**config.mk**
```make
export PLATFORM = sky130hd
export DESIGN_NAME = mem_port_arbiter
export DESIGN_NICKNAME = d
export VERILOG_FILES = /design/src/rtl/riscv_mem_pkg.sv /design/src/rtl/outstanding_tracker.sv /design/src/rtl/mem_port_arbiter.sv
export SDC_FILE = /design/constraint.sdc
export NUM_CORES = 1
export LEC_CHECK = 0
export CAP_MARGIN = 20
export CELL_PAD_IN_SITES_DETAIL_PLACEMENT = 1
export CELL_PAD_IN_SITES_GLOBAL_PLACEMENT = 2
export CORE_ASPECT_RATIO = 2
export CORE_UTILIZATION = 21
export DETAILED_ROUTE_END_ITERATION = 8
export PLACE_DENSITY_LB_ADDON = 0.1
export SLEW_MARGIN = 20
export SYNTH_ARGS = -nofsm -noshare
export SYNTH_HDL_FRONTEND = slang
export SYNTH_SLANG_ARGS = --single-unit
```
**constraint.sdc**
```tcl
create_clock -name clk -period 4.32 [get_ports clk]
set_input_delay 0.432 -clock clk [delete_from_list [all_inputs] [get_ports clk]]
set_output_delay 0.432 -clock clk [all_outputs]
set_load 0.05 [all_outputs]
```
**src/rtl/riscv_mem_pkg.sv**
```systemverilog
// ------------------------------------------------------------------------
// riscv_mem_pkg: shared types/widths for the memory port arbiter. Rev 1.0
// ------------------------------------------------------------------------
`default_nettype none

package riscv_mem_pkg;

  localparam int ADDR_W = 32;
  localparam int DATA_W = 32;
  localparam int BE_W   = 4;

  typedef enum logic [1:0] {
    ARB_IDLE   = 2'd0,
    ARB_HOLD_I = 2'd1,
    ARB_HOLD_D = 2'd2
  } arb_state_t;

  typedef enum logic {
    SRC_INSTR = 1'b0,
    SRC_DATA  = 1'b1
  } src_id_t;

endpackage

`default_nettype wire

```
**src/rtl/outstanding_tracker.sv**
```systemverilog
// ------------------------------------------------------------------------
// outstanding_tracker: in-order FIFO of source IDs for issued requests. Rev 1.0
// ------------------------------------------------------------------------
`default_nettype none

module outstanding_tracker
  import riscv_mem_pkg::*;
#(
  parameter int DEPTH = 2
) (
  input  logic                         clk,
  input  logic                         reset,
  input  logic                         push,
  input  src_id_t                      push_id,
  input  logic                         pop,
  output src_id_t                      pop_id,
  output logic [$clog2(DEPTH+1)-1:0]   count,
  output logic                         empty,
  output logic                         full
);

  localparam int PW = (DEPTH > 1) ? $clog2(DEPTH) : 1;
  localparam int CW = $clog2(DEPTH + 1);

  src_id_t       r_ids [DEPTH];
  logic [PW-1:0] r_wr_ptr;
  logic [PW-1:0] r_rd_ptr;
  logic [CW-1:0] r_count;
  logic          w_do_push;
  logic          w_do_pop;

  function automatic logic [PW-1:0] next_ptr(input logic [PW-1:0] p);
    return (p == PW'(DEPTH - 1)) ? '0 : p + PW'(1);
  endfunction

  assign empty     = (r_count == '0);
  assign full      = (r_count == CW'(DEPTH));
  assign count     = r_count;
  assign pop_id    = r_ids[r_rd_ptr];
  assign w_do_pop  = pop & ~empty;
  // A push into a full FIFO is accepted only when a pop frees the slot.
  assign w_do_push = push & (~full | w_do_pop);

  always_ff @(posedge clk) begin
    if (reset) begin
      r_wr_ptr <= '0;
      r_rd_ptr <= '0;
      r_count  <= '0;
    end else begin
      if (w_do_push) begin
        r_ids[r_wr_ptr] <= push_id;
        r_wr_ptr        <= next_ptr(r_wr_ptr);
      end
      if (w_do_pop) begin
        r_rd_ptr <= next_ptr(r_rd_ptr);
      end
      case ({w_do_push, w_do_pop})
        2'b10:   r_count <= r_count + CW'(1);
        2'b01:   r_count <= r_count - CW'(1);
        default: r_count <= r_count;
      endcase
    end
  end

endmodule

`default_nettype wire

```
**src/rtl/mem_port_arbiter.sv**
```systemverilog
// ------------------------------------------------------------------------
// mem_port_arbiter: instr/data ports onto one pipelined memory port. Rev 1.0
// ------------------------------------------------------------------------
`default_nettype none

module mem_port_arbiter
  import riscv_mem_pkg::*;
#(
  parameter int MAX_OUTSTANDING = 2,
  parameter int STARVE_LIMIT    = 4
) (
  input  logic              clk,
  input  logic              reset,
  input  logic              instr_req,
  input  logic [ADDR_W-1:0] instr_addr,
  output logic              instr_gnt,
  output logic [DATA_W-1:0] instr_rdata,
  output logic              instr_err,
  output logic              instr_valid,
  input  logic              data_req,
  input  logic              data_we,
  input  logic [BE_W-1:0]   data_be,
  input  logic [ADDR_W-1:0] data_addr,
  input  logic [DATA_W-1:0] data_wdata,
  output logic              data_gnt,
  output logic [DATA_W-1:0] data_rdata,
  output logic              data_err,
  output logic              data_valid,
  output logic              mem_req,
  output logic              mem_we,
  output logic [BE_W-1:0]   mem_be,
  output logic [ADDR_W-1:0] mem_addr,
  output logic [DATA_W-1:0] mem_wdata,
  input  logic              mem_gnt,
  input  logic [DATA_W-1:0] mem_rdata,
  input  logic              mem_err,
  input  logic              mem_valid,
  output logic              protocol_err
);

  localparam int CW = $clog2(MAX_OUTSTANDING + 1);
  localparam int SW = $clog2(STARVE_LIMIT + 1);

  arb_state_t        r_state;
  arb_state_t        w_state_nxt;
  src_id_t           w_sel;
  src_id_t           w_pop_id;
  logic [CW-1:0]     w_count;
  logic              w_empty;
  logic              w_full;
  logic [SW-1:0]     r_starve;
  logic [ADDR_W-1:0] r_hold_addr;
  logic [DATA_W-1:0] r_hold_wdata;
  logic [BE_W-1:0]   r_hold_be;
  logic              r_hold_we;
  logic              r_perr;
  logic              w_grant;
  logic              w_pop;
  logic              w_starved;

  assign mem_req   = (instr_req | data_req) & (w_count < CW'(MAX_OUTSTANDING)) & ~reset;
  assign w_grant   = mem_req & mem_gnt;
  assign w_starved = instr_req & (r_starve == SW'(STARVE_LIMIT));
  assign w_pop     = mem_valid & ~w_empty & ~reset;

  always_comb begin
    w_sel = SRC_INSTR;
    case (r_state)
      ARB_HOLD_I: w_sel = SRC_INSTR;
      ARB_HOLD_D: w_sel = SRC_DATA;
      default:    w_sel = (data_req && !w_starved) ? SRC_DATA : SRC_INSTR;
    endcase
  end

  // While holding, the bus replays the values captured when the stall began.
  always_comb begin
    mem_addr  = instr_addr;
    mem_we    = 1'b0;
    mem_be    = 4'hF;
    mem_wdata = '0;
    if (r_state != ARB_IDLE) begin
      mem_addr  = r_hold_addr;
      mem_we    = r_hold_we;
      mem_be    = r_hold_be;
      mem_wdata = r_hold_wdata;
    end else if (w_sel == SRC_DATA) begin
      mem_addr  = data_addr;
      mem_we    = data_we;
      mem_be    = data_be;
      mem_wdata = data_wdata;
    end
  end

  always_comb begin
    w_state_nxt = r_state;
    case (r_state)
      ARB_IDLE: begin
        if (mem_req && !mem_gnt) begin
          w_state_nxt = (w_sel == SRC_DATA) ? ARB_HOLD_D : ARB_HOLD_I;
        end
      end
      ARB_HOLD_I, ARB_HOLD_D: begin
        if (w_full) begin
          w_state_nxt = r_state;
        end else if (w_grant) begin
          w_state_nxt = ARB_IDLE;
        end
      end
      default: w_state_nxt = ARB_IDLE;
    endcase
  end

  always_ff @(posedge clk) begin
    if (reset) begin
      r_state <= ARB_IDLE;
    end else begin
      r_state <= w_state_nxt;
    end
  end

  always_ff @(posedge clk) begin
    if (reset) begin
      r_hold_addr  <= '0;
      r_hold_we    <= 1'b0;
      r_hold_be    <= '0;
      r_hold_wdata <= '0;
    end else if (r_state == ARB_IDLE && mem_req && !mem_gnt) begin
      r_hold_addr  <= mem_addr;
      r_hold_we    <= mem_we;
      r_hold_be    <= mem_be;
      r_hold_wdata <= mem_wdata;
    end
  end

  always_ff @(posedge clk) begin
    if (reset || !instr_req) begin
      r_starve <= '0;
    end else if (w_grant && w_sel == SRC_INSTR) begin
      r_starve <= '0;
    end else if (w_grant && r_starve != SW'(STARVE_LIMIT)) begin
      r_starve <= r_starve + SW'(1);
    end
  end

  always_ff @(posedge clk) begin
    if (reset) begin
      r_perr <= 1'b0;
    end else if (mem_valid && w_empty) begin
      r_perr <= 1'b1;
    end
  end

  outstanding_tracker #(
    .DEPTH (MAX_OUTSTANDING)
  ) u_tracker (
    .clk     (clk),
    .reset   (reset),
    .push    (w_grant),
    .push_id (w_sel),
    .pop     (w_pop),
    .pop_id  (w_pop_id),
    .count   (w_count),
    .empty   (w_empty),
    .full    (w_full)
  );

  assign instr_gnt    = w_grant & (w_sel == SRC_INSTR);
  assign data_gnt     = w_grant & (w_sel == SRC_DATA);
  assign instr_valid  = w_pop & (w_pop_id == SRC_INSTR);
  assign data_valid   = w_pop & (w_pop_id == SRC_DATA);
  assign instr_rdata  = mem_rdata;
  assign data_rdata   = mem_rdata;
  assign instr_err    = mem_err;
  assign data_err     = mem_err;
  assign protocol_err = r_perr;

endmodule

`default_nettype wire

```
; ---- Word level (Yosys, flattened, before mapping)
; Memories as Yosys holds them, arrays and structs flattened. A register that Yosys moved wholly into a read port is not among the register bits.
; Cells that the tools add are included.
; W data, S select, Z words.
[totals]
regBits = 79
ramBits = 2
input_bits = 140
output_inout_bits = 141
mem_count = 1
[op_classes]
add_sub_neg = 5
n_lt_le_gt_ge = 1
eq_ne = 10
mux = 23
bitwise_logic = 19
reduce_logical = 18
[mem_list]
columns = name, words, width, rd, rd_clocked_by_memory_dff, wr, line_no
row1 = u_tracker.r_ids, 2, 1, 1, 1, 1, outstanding_tracker.sv:25  ; src_id_t r_ids [DEPTH];
[op_table]
columns = op, count
row1 = $mux W32, 4
row2 = $and A1 B1 Y1, 12
row3 = $mux W1, 10
row4 = $mux W2, 4
row5 = $mux W4, 2
row6 = $pmux W2 S2, 2
row7 = $logic_and A1 B1 Y1, 7
row8 = $eq A2 B2 Y1 const B, 3
row9 = $not A1 Y1, 5
row10 = $eq A2 B1 Y1 const B, 2
row11 = $logic_not A2 Y1, 2
row12 = $ne A2 B2 Y1 const B, 2
row13 = $reduce_bool A2 Y1, 2
row14 = $reduce_or A2 Y1, 2
row15 = $add A3 B1 Y3 const B, 1
row16 = $eq A3 B3 Y1 const B, 1
row17 = $logic_not A1 Y1, 3
row18 = $ne A3 B3 Y1 const B, 1
row19 = $reduce_and A3 Y1, 1
row20 = $add A1 B1 Y1 const B, 2
row21 = $add A2 B1 Y2 const B, 1
row22 = $lt A2 B2 Y1 const B, 1
row23 = $ne A2 B1 Y1 const B, 1
row24 = $or A1 B1 Y1, 2
row25 = 3 further kinds, 3

; ---- Logic depth before layout (Yosys ltp)
; Gate-level depths: netlist of run 1.
[logic_depth]
word_depth = 10
depth_mapped = 10
ltp_nobuf = 7

; ---- Hierarchy
; From an unflattened synthesis of run 1, not the netlist that was laid out.
[hier_totals]
cells_unflattened = 618
area_unflattened_um2 = 4818.4
[modules_own_cells]
columns = mod, n_inst, cells_each, area_per_inst_um2, seq_area_each_um2
row1 = mem_port_arbiter, 1, 589, 4513.1, 1501.4
row2 = outstanding_tracker, 1, 29, 305.3, 160.2

; ---- Worst setup path before layout of run 1
; No wires, ideal clock.
[synth_path]
path_type = input port to output port
startpoint = input reset
endpoint = output instr_valid
t_arrival_ps = 2364
required_time_ps = 3888
slack_ps = 1524
cell_stages = 3
n_path_buf = 2
path_cell_list = clkbuf_1 > clkbuf_1 > nor4_1
[synth_between]
elab_chain_cells = 3
[synth_lines]
columns = element, line_no
row1 = start: declaration, mem_port_arbiter.sv:13  ; input logic reset,
row2 = $not A1 Y1, mem_port_arbiter.sv:64  ; assign w_pop = mem_valid & ~w_empty & ~reset;
row3 = $and A1 B1 Y1, mem_port_arbiter.sv:64
row4 = $and A1 B1 Y1, mem_port_arbiter.sv:169  ; assign instr_valid = w_pop & (w_pop_id == SRC_INSTR);
row5 = end: declaration, mem_port_arbiter.sv:19  ; output logic instr_valid,
; Every way passes these cells.

; ---- Final worst setup path of run 1
[layout_path]
startpoint = register r_state[1]
endpoint = output mem_addr[12]
[layout_between]
elab_chain_cells = 4
word_cells_on_any_way = 6
cone_classes = eq/ne: 2 / mux: 3 / reduce/logical: 1
[layout_lines]
columns = element, line_no
row1 = start: declaration, mem_port_arbiter.sv:44  ; arb_state_t r_state;
row2 = start signal: assignment, mem_port_arbiter.sv:117  ; r_state <= w_state_nxt;
row3 = $eq A2 B2 Y1 / $eq A2 B1 Y1 (equally long branches), mem_port_arbiter.sv:68  ; case (r_state)
row4 = $pmux W1 S2, mem_port_arbiter.sv:68
row5 = $mux W32, mem_port_arbiter.sv:86  ; end else if (w_sel == SRC_DATA) begin
row6 = $mux W32 (*), mem_port_arbiter.sv:81  ; if (r_state != ARB_IDLE) begin
row7 = end: declaration, mem_port_arbiter.sv:32  ; output logic [ADDR_W-1:0] mem_addr,
; Mark *: on every way between the ends. The rest lies on a longest branch, timed or not.

==> impl_metrics.toml, run 1 <==
[placement]
io_buffers = 181
hpwl_um = 11400
place_congestion = 0.716

[sta]
min_period_ns = 3.64
relSlewSlack_pct = 42.9
tns_ns = 0
grt_setup_unrepaired = "no"
max_freq_ghz = 0.275
finalSetupViolations = 0
hold_viol = 0
tightest_slew_ns = 0.857
fin_crit_sh_pct = 84.2
whs_ns = 0.452
finClkSkew_ns = 0.00938
slew_viol_final = 0

[yosys]
synth_edf_count = 2
synthFlopType = "dfxtp_1"
syn-cell-area_um2 = 4800
synthesis.nets = 790
synth.distinct_cells = 33
postSynthAreaPerCell_um2 = 7.44
yosysSeqAreaShare_pct = 34.6
ys_async_sr_fraction_pct = 0
synth.ff_latch_count = 82
ys.warnings.count = 0
synth_cells = 645

[floorplan]
die_area_um2 = 23500
start_util_pct = 21.6
ios = 281
fp-row-count = 77
die_h_um = 216
die_w_um = 109
coreArea_um2 = 22300

[clock_tree]
htreeDepth = 3
numCtsBuffers = 9
clock_latency_ns = 0.35
cts_setup_buffers = 0
clockBufferDepth = 2
ctsHoldBuffers = 0
clk_pin_slew_ns = 0.07
cts_root_buf = "clkbuf_16"
cts-resized-gates = 0
cts_tree = "done"
cts_sinks = 82

[cells_and_area]
post-route-util_pct = 29.2
drive_gt1_share_pct = 10.2
layout.nets = 874
antenna_cells = 0
area_growth_pct = 35.2

[power]
ir_drop_uv = 150
leakage_uw = 0.00242
power_density_nw_per_um2 = 412

[critical_path]
setup.worst_path.end_class = "output pin"
worstPathRequired_ns = 3.89
critPathKind = "reg2out"
crit_fanout = 42
worstSetupStartpointType = "flop"
cp.arrival_ns = 3.21

[route]
postRouteAntennaNets = 0
drc = 0
via_per_inst = 4.54
num_vias = 4583
wl_per_cell_um = 15.2
dr.pass1.iters = 4
routed_wl_um = 15400
drt_iter0_markers = 57

[global_routing]
grt_pass1_wl_um = 24400
antenna_found_initial = 0
grt_pass1_vias = 4812
grt_max_degree = 87
grt_overflow = 0
groute.usage.overall_pct = 13.4

[hold_path]
hp-class = "reg2reg"

[run_status]
status = "finished, final reports clean"

[job]
cap_violations = 0
==> path summary, 6_finish.rpt <==
check | from | end | slack, ns | cells past startpoint
max | r_state[1]$_SDFFE_PP0P_ | mem_addr[12] | 0.68 | 9
max reg2reg | r_state[1]$_SDFFE_PP0P_ | r_hold_addr[12]$_SDFFE_PP0P_ | 1.54 | 8
min | r_hold_wdata[5]$_SDFFE_PP0P_ | r_hold_wdata[5]$_SDFFE_PP0P_ | 0.45 | 2
min reg2reg | r_hold_wdata[5]$_SDFFE_PP0P_ | r_hold_wdata[5]$_SDFFE_PP0P_ | 0.45 | 2
==> sequential cells by signal, indices dropped and copies added, names as in the netlist, named ones only <==
signal / flops
r_hold_addr: 32
r_hold_wdata: 32
r_hold_be: 4
r_starve: 3
r_state: 2
u_tracker.count: 2
u_tracker.r_ids: 2
protocol_err: 1
r_hold_we: 1
u_tracker.r_rd_ptr: 1
u_tracker.r_wr_ptr: 1
==> cell usage in the layout (no fill, tap or decap), types with 9 or more instances in the layout <==
master,instances
buf_4,54
clkbuf_16,9
o21ai_0,40
nor2_1,87
mux2i_1,33
inv_1,40
dfxtp_1,80
nand2_1,35
a21oi_1,76
nand3_1,66
a211oi_1,37
clkdlybuf4s50_1,136
==> through the flow <==
stage	cells	cell area, um^2	total power, uW	setup WS [ns]
floorplan	645	4800	1710	1.52
CTS	1010	6490	2740	0.559
finish	1010	6490	2670	0.681
global route	1010	6490	2820	0.427
detailed placement	994	6190	1910	0.744
global placement	994	6190	1900	0.766
==> per-layer routing <==
metal	GRT usage, %	wire (um)	vias up
li1	-	-	2281
met1	12.8	5540	2124
met2	25.3	8450	158
met3	3.93	1010	20
met4	6.13	381	0
met5	0	0	-
==> report_power, final <==
part	switching [uW]	internal, uW
clock	344	452
sequential	34.1	821
combinational	670	350
==> kinds of logic (layout without fill, tap and decap cells) <==
logic type                 after synthesis  count (layout)  synth area share [%]
DFF                                     82              82                  34.6
and+or+nand+nor                        206             206                  19.1
buffers and inverters                  159             248                  18.9
adders and majority gates                5               5                  1.30
muxes                                   33              33                  6.88
xor gates and xnor gates                 4               4                 0.730
AOI/OAI and AO/OA                      156             156                  18.5
==> critical path, stage by stage, from the launching register on <==
cell,delay [ns]
dfxtp_1,0.36
inv_1,0.08
ha_4,0.29
and4b_1,0.20
or2_1,0.36
inv_4,0.41
buf_4,0.50
mux2i_1,0.32
a21oi_1,0.10
buf_4,0.21
==> cells in the mapped netlist (all sizes together), types with 5 or more instances <==
library cell	instances	share of area [%]
buf	85	13
nand2	35	2.7
inv	41	3.3
dfxtp	80	33
a21oi	76	7.9
ha	5	1.3
o21ai	40	4.2
nor2	87	6.8
a211oi	37	5.8
mux2i	33	6.9
nand3	66	6.9
clkbuf	33	2.6
==> layout make-up <==
type | count | area, um^2
fillers | 2666 | 15800
multi-input cells | 404 | 2250
repair buffers | 191 | 1770
flip-flops and latches | 82 | 1660
well taps | 276 | 345
clock buffers | 9 | 225
inverters | 41 | 156
clock inverters | 7 | 77.6
Power figures use the tool's default switching activity.
==> inputs of run 2 (changes only) <==
--- a/config.mk
+++ b/config.mk
@@ -9,7 +9,7 @@
 export CELL_PAD_IN_SITES_DETAIL_PLACEMENT = 1
 export CELL_PAD_IN_SITES_GLOBAL_PLACEMENT = 2
 export CORE_ASPECT_RATIO = 2
-export CORE_UTILIZATION = 21
+export CORE_UTILIZATION = 19
 export DETAILED_ROUTE_END_ITERATION = 8
 export PLACE_DENSITY_LB_ADDON = 0.1
 export SLEW_MARGIN = 20
==> constraint.sdc (replaced) <==
create_clock -name clk -period 3.6 [get_ports clk]
set_input_delay 0.36 -clock clk [delete_from_list [all_inputs] [get_ports clk]]
set_output_delay 0.36 -clock clk [all_outputs]
set_load 0.05 [all_outputs]
==> run 2 against run 1 <==
- clock skew is 0.0031 ns lower
- register-to-register slack got worse by 0.35 ns
- flip-flop and latch count stayed put
- largest cell class is now non-clock buffers
- largest power group unchanged
==> impl_metrics.toml, run 2 (synthesis results as in run 1) <==
[run_status]
status = "finished, final reports clean"

[job]
cap_violations = 0

[power]
power_uw = 3530
power_frac_seq_pct = 29.1
switching_share_pct = 37.6
p_int_uw = 2200
ir_drop_uv = 238
comb_power_share_pct = 44.0
leakage_uw = 0.00273
power.share.clock_pct = 26.9
power_switching_uw = 1330
power_density_nw_per_um2 = 479

[sta]
tns_ns = 0
slew_viol_final = 0
setup_ws_ns = 0.380
relSlewSlack_pct = 54.8
max_freq_ghz = 0.311
fin_crit_sh_pct = 89.5
grt_setup_unrepaired = "no"
hold_viol = 0
tightest_slew_ns = 0.678
finClkSkew_ns = 0.00630
whs_ns = 0.398
finalSetupViolations = 0
min_period_ns = 3.22

[critical_path]
setup.worst_path.end_class = "output pin"
crit_fanout = 56
worst-r2r-cell-count = 8
r2r_start = "r_state[1]$_SDFFE_PP0P_"
worstSetupStartpointType = "flop"
critPathLaunch = "r_state[1]$_SDFFE_PP0P_"
reg2reg_to = "r_state[0]$_SDFFE_PP0P_"
critPathKind = "reg2out"
crit_end = "mem_addr[1]"
r2r_setup_slack_ns = 1.19
cp.arrival_ns = 2.86
worstPathRequired_ns = 3.24

[route]
dr.pass1.iters = 5
drc = 0
num_vias = 4638
via_per_inst = 4.33
postRouteAntennaNets = 0
drt_iter0_markers = 152
routed_wl_um = 16400
wl_per_cell_um = 15.3

[floorplan]
die_h_um = 227
start_util_pct = 19.3
ios = 281
coreArea_um2 = 24900
die_w_um = 114
fp-row-count = 82
die_area_um2 = 25900

[clock_tree]
numCtsBuffers = 9
clock_latency_ns = 0.35
clockBufferDepth = 2
cts_sinks = 82
cts_root_buf = "clkbuf_16"
cts-resized-gates = 0
htreeDepth = 3
clk_pin_slew_ns = 0.07
cts_tree = "done"
ctsHoldBuffers = 0
cts_setup_buffers = 0

[global_routing]
antenna_found_initial = 0
grt_pass1_wl_um = 25600
grt_pass1_vias = 5011
grt_max_degree = 81
groute.usage.overall_pct = 13.0
grt_overflow = 0

[cells_and_area]
final_area_um2 = 7360
drive_gt1_share_pct = 13.1
layout_common_cells = "clkdlybuf4s50_1 (114), nor2_1 (87), dfxtp_1 (80), a21oi_1 (76), buf_12 (68)"
area_growth_pct = 53.3
antenna_cells = 0
reg.largest.list = "r_hold_addr x32, r_hold_wdata x32, r_hold_be x4"
mostFrequentLayoutCell = "clkdlybuf4s50_1"
layout.nets = 874

[hold_path]
hp-class = "in2reg"
hold_path_depth = 2

[placement]
pre_cts_ws_ns = 0.608
hpwl_um = 11900
place_congestion = 0.720
place_area_um2 = 7060
io_buffers = 181
run 2: area by class of cell:
type | instances | area, um^2
clock inverters | 6 | 67.6
fillers | 2904 | 17600
repair buffers | 191 | 2570
flip-flops and latches | 82 | 1660
well taps | 336 | 420
inverters | 41 | 156
clock buffers | 10 | 229
multi-input cells | 404 | 2250
run 2: power by group through the flow:
stage               combinational [uW]  sequential (uW)  clock, uW
detailed placement                1580             1050          0
floorplan                         1020             1040          0
finish                            1550             1030        949
CTS                               1580             1030        999
global placement                  1570             1040          0
global route                      1650             1040       1030
run 2: critical path: stages, from the launching register on:
cell     delay, ns
dfxtp_1       0.37
inv_1         0.09
ha_4          0.30
and4b_1       0.21
or2_1         0.38
inv_4         0.14
buf_12        0.28
mux2i_1       0.36
a21oi_1       0.16
buf_12        0.19
run 2: how the worst min path moves through the flow:
stage | start | end
2_1_floorplan | r_hold_wdata[0]$_SDFFE_PP0P_ | r_hold_wdata[0]$_SDFFE_PP0P_
3_3_place_gp | r_hold_wdata[25]$_SDFFE_PP0P_ | r_hold_wdata[25]$_SDFFE_PP0P_
3_5_place_dp | r_hold_wdata[1]$_SDFFE_PP0P_ | r_hold_wdata[1]$_SDFFE_PP0P_
4_1_cts | reset | flop
5_1_grt | reset | flop
6_report | reset | flop
run 2: per-layer routing:
layer  wire length (um)  vias to the layer above  GRT usage [%]
met5                  0                        -              0
met4                349                        0           6.24
met3                968                       33           3.29
met2               9030                      139           25.2
met1               6070                     2185           12.4
li1                   -                     2281              -
run 2: stage by stage:
step / util (%) / instances
2_1_floorplan: - / 645
3_3_place_gp: 28.3 / 1054
5_1_grt: 29.5 / 1070
3_5_place_dp: 28.3 / 1054
4_1_cts: 29.5 / 1070
6_report: 29.5 / 1070
==> inputs of run 3 (changes only) <==
--- a/config.mk
+++ b/config.mk
@@ -12,6 +12,7 @@
 export CORE_UTILIZATION = 19
 export DETAILED_ROUTE_END_ITERATION = 8
 export PLACE_DENSITY_LB_ADDON = 0.1
+export SETUP_SLACK_MARGIN = 0.2
 export SLEW_MARGIN = 20
 export SYNTH_ARGS = -nofsm -noshare
 export SYNTH_HDL_FRONTEND = slang
==> run 3 against run 2 <==
- power about the same
- worst hold slack improved by 0.00079 ns
- register-to-register slack about the same
- via count is essentially flat
- final area barely moved
- sequential power is essentially flat
- combinational power barely moved
- die area is the same
- routed wire length is 0.16% lower
- critical path type unchanged
- critical endpoint unchanged
- largest power group unchanged
==> impl_metrics.toml, run 3 (synthesis results as in run 1) <==
[run_status]
status = "finished, final reports clean"

[sta]
hold_viol = 0
setup_ws_ns = 0.375
grt_setup_unrepaired = "no"
tns_ns = 0
min_period_ns = 3.22
tightest_slew_ns = 0.684
whs_ns = 0.399
fin_crit_sh_pct = 89.6
finClkSkew_ns = 0.00698
relSlewSlack_pct = 54.4
max_freq_ghz = 0.310
slew_viol_final = 0
finalSetupViolations = 0

[critical_path]
cpMaxStageDelayCell = "or2_1"
critPathKind = "reg2out"
crit_fanout = 56
slowest_delay_ns = 0.38
setup.worst_path.end_class = "output pin"
cpMostUsedCell = "buf_12"
worstPathCellList = "inv_1, ha_4, and4b_1, or2_1, inv_4, buf_12, mux2i_1, a21oi_1, buf_12"
worstSetupStartpointType = "flop"
cp.arrival_ns = 2.86
worstPathRequired_ns = 3.24

[power]
ir_drop_uv = 238
power_density_nw_per_um2 = 479
leakage_uw = 0.00274

[clock_tree]
numCtsBuffers = 9
clk_pin_slew_ns = 0.07
clockBufferDepth = 2
htreeDepth = 3
cts_sinks = 82
cts-resized-gates = 0
clock_latency_ns = 0.35
cts_tree = "done"
cts_root_buf = "clkbuf_16"
ctsHoldBuffers = 0
cts_setup_buffers = 0

[job]
cap_violations = 0

[floorplan]
fp-row-count = 82
die_w_um = 114
ios = 281
coreArea_um2 = 24900
die_h_um = 227
die_area_um2 = 25900
start_util_pct = 19.3

[global_routing]
use_met3_pct = 3.29
use_met1_pct = 12.4
grt_use_met2_pct = 25.2
groute.usage.overall_pct = 13.0
grt_max_degree = 81
grt.busiest_layer = "met2"
grt_overflow = 0
antenna_found_initial = 0
grt_pass1_vias = 5011
grt_pass1_wl_um = 25600

[route]
wl_per_cell_um = 15.3
dr.pass1.iters = 5
drc = 0
drt_iter0_markers = 144
routed_wl_um = 16400
via_per_inst = 4.33
num_vias = 4634
postRouteAntennaNets = 0

[cells_and_area]
antenna_cells = 0
area_growth_pct = 53.3
reg.largest.list = "r_hold_addr x32, r_hold_wdata x32, r_hold_be x4"
layout.nets = 874
fillers = 2903
drive_gt1_share_pct = 13.1
layout_common_cells = "clkdlybuf4s50_1 (113), nor2_1 (87), dfxtp_1 (80), a21oi_1 (76), buf_12 (68)"
mostFrequentLayoutCell = "clkdlybuf4s50_1"

[placement]
io_buffers = 181
pre_cts_ws_ns = 0.608
place_congestion = 0.720
hpwl_um = 11900

[hold_path]
hp-class = "in2reg"
-- run 3: layout make-up --
type                    instances  area (um^2)  share of cell area [%]
repair buffers                191         2570                    35.0
clock buffers                  10          229                    3.11
inverters                      41          156                    2.13
flip-flops and latches         82         1660                    22.6
well taps                     336          420                    5.71
multi-input cells             404         2250                    30.6
clock inverters                 6         67.6                   0.918
-- run 3: final timing paths --
check | startpoint | endpoint | slack, ns | depth (start not counted)
worst min register to register | r_hold_wdata[0]$_SDFFE_PP0P_ | r_hold_wdata[0]$_SDFFE_PP0P_ | 0.46 | 2
worst max register to register | r_state[1]$_SDFFE_PP0P_ | r_state[0]$_SDFFE_PP0P_ | 1.18 | 8
worst max-delay path | r_state[1]$_SDFFE_PP0P_ | mem_addr[1] | 0.38 | 9
worst min-delay path | reset | flop | 0.40 | 2
-- run 3: power by group --
| group | internal (uW) | switching (uW) |
|---|---|---|
| combinational | 674 | 878 |
| sequential | 986 | 39.9 |
| clock | 539 | 411 |
-- run 3: worst max-delay path, delay by kind of cell (launching register included) --
| family | cells | cell delay [ns] |
|---|---|---|
| multiplexers | 1 | 0.36 |
| adder cells (fa/ha/maj) | 1 | 0.30 |
| AND/OR/NAND/NOR | 2 | 0.59 |
| flip-flops | 1 | 0.36 |
| AO/OA/AOI/OAI | 1 | 0.17 |
| buffers and inverters | 4 | 0.70 |
-- run 3: per-layer routing --
metal | share of wire [%] | up-vias
li1 | - | 2283
met1 | 37 | 2180
met2 | 55 | 138
met3 | 5.6 | 33
met4 | 2.1 | 0
met5 | 0 | -
-- run 3: per-stage QoR --
| stage | total power [uW] | utilization [%] | instance area, um^2 | instances |
|---|---|---|---|---|
| floorplan | 2060 | - | 4800 | 645 |
| global placement | 2610 | 28.3 | 7060 | 1054 |
| CTS | 3610 | 29.5 | 7360 | 1070 |
| finish | 3530 | 29.5 | 7360 | 1070 |
| global route | 3710 | 29.5 | 7360 | 1070 |
| detailed placement | 2620 | 28.3 | 7060 | 1054 |
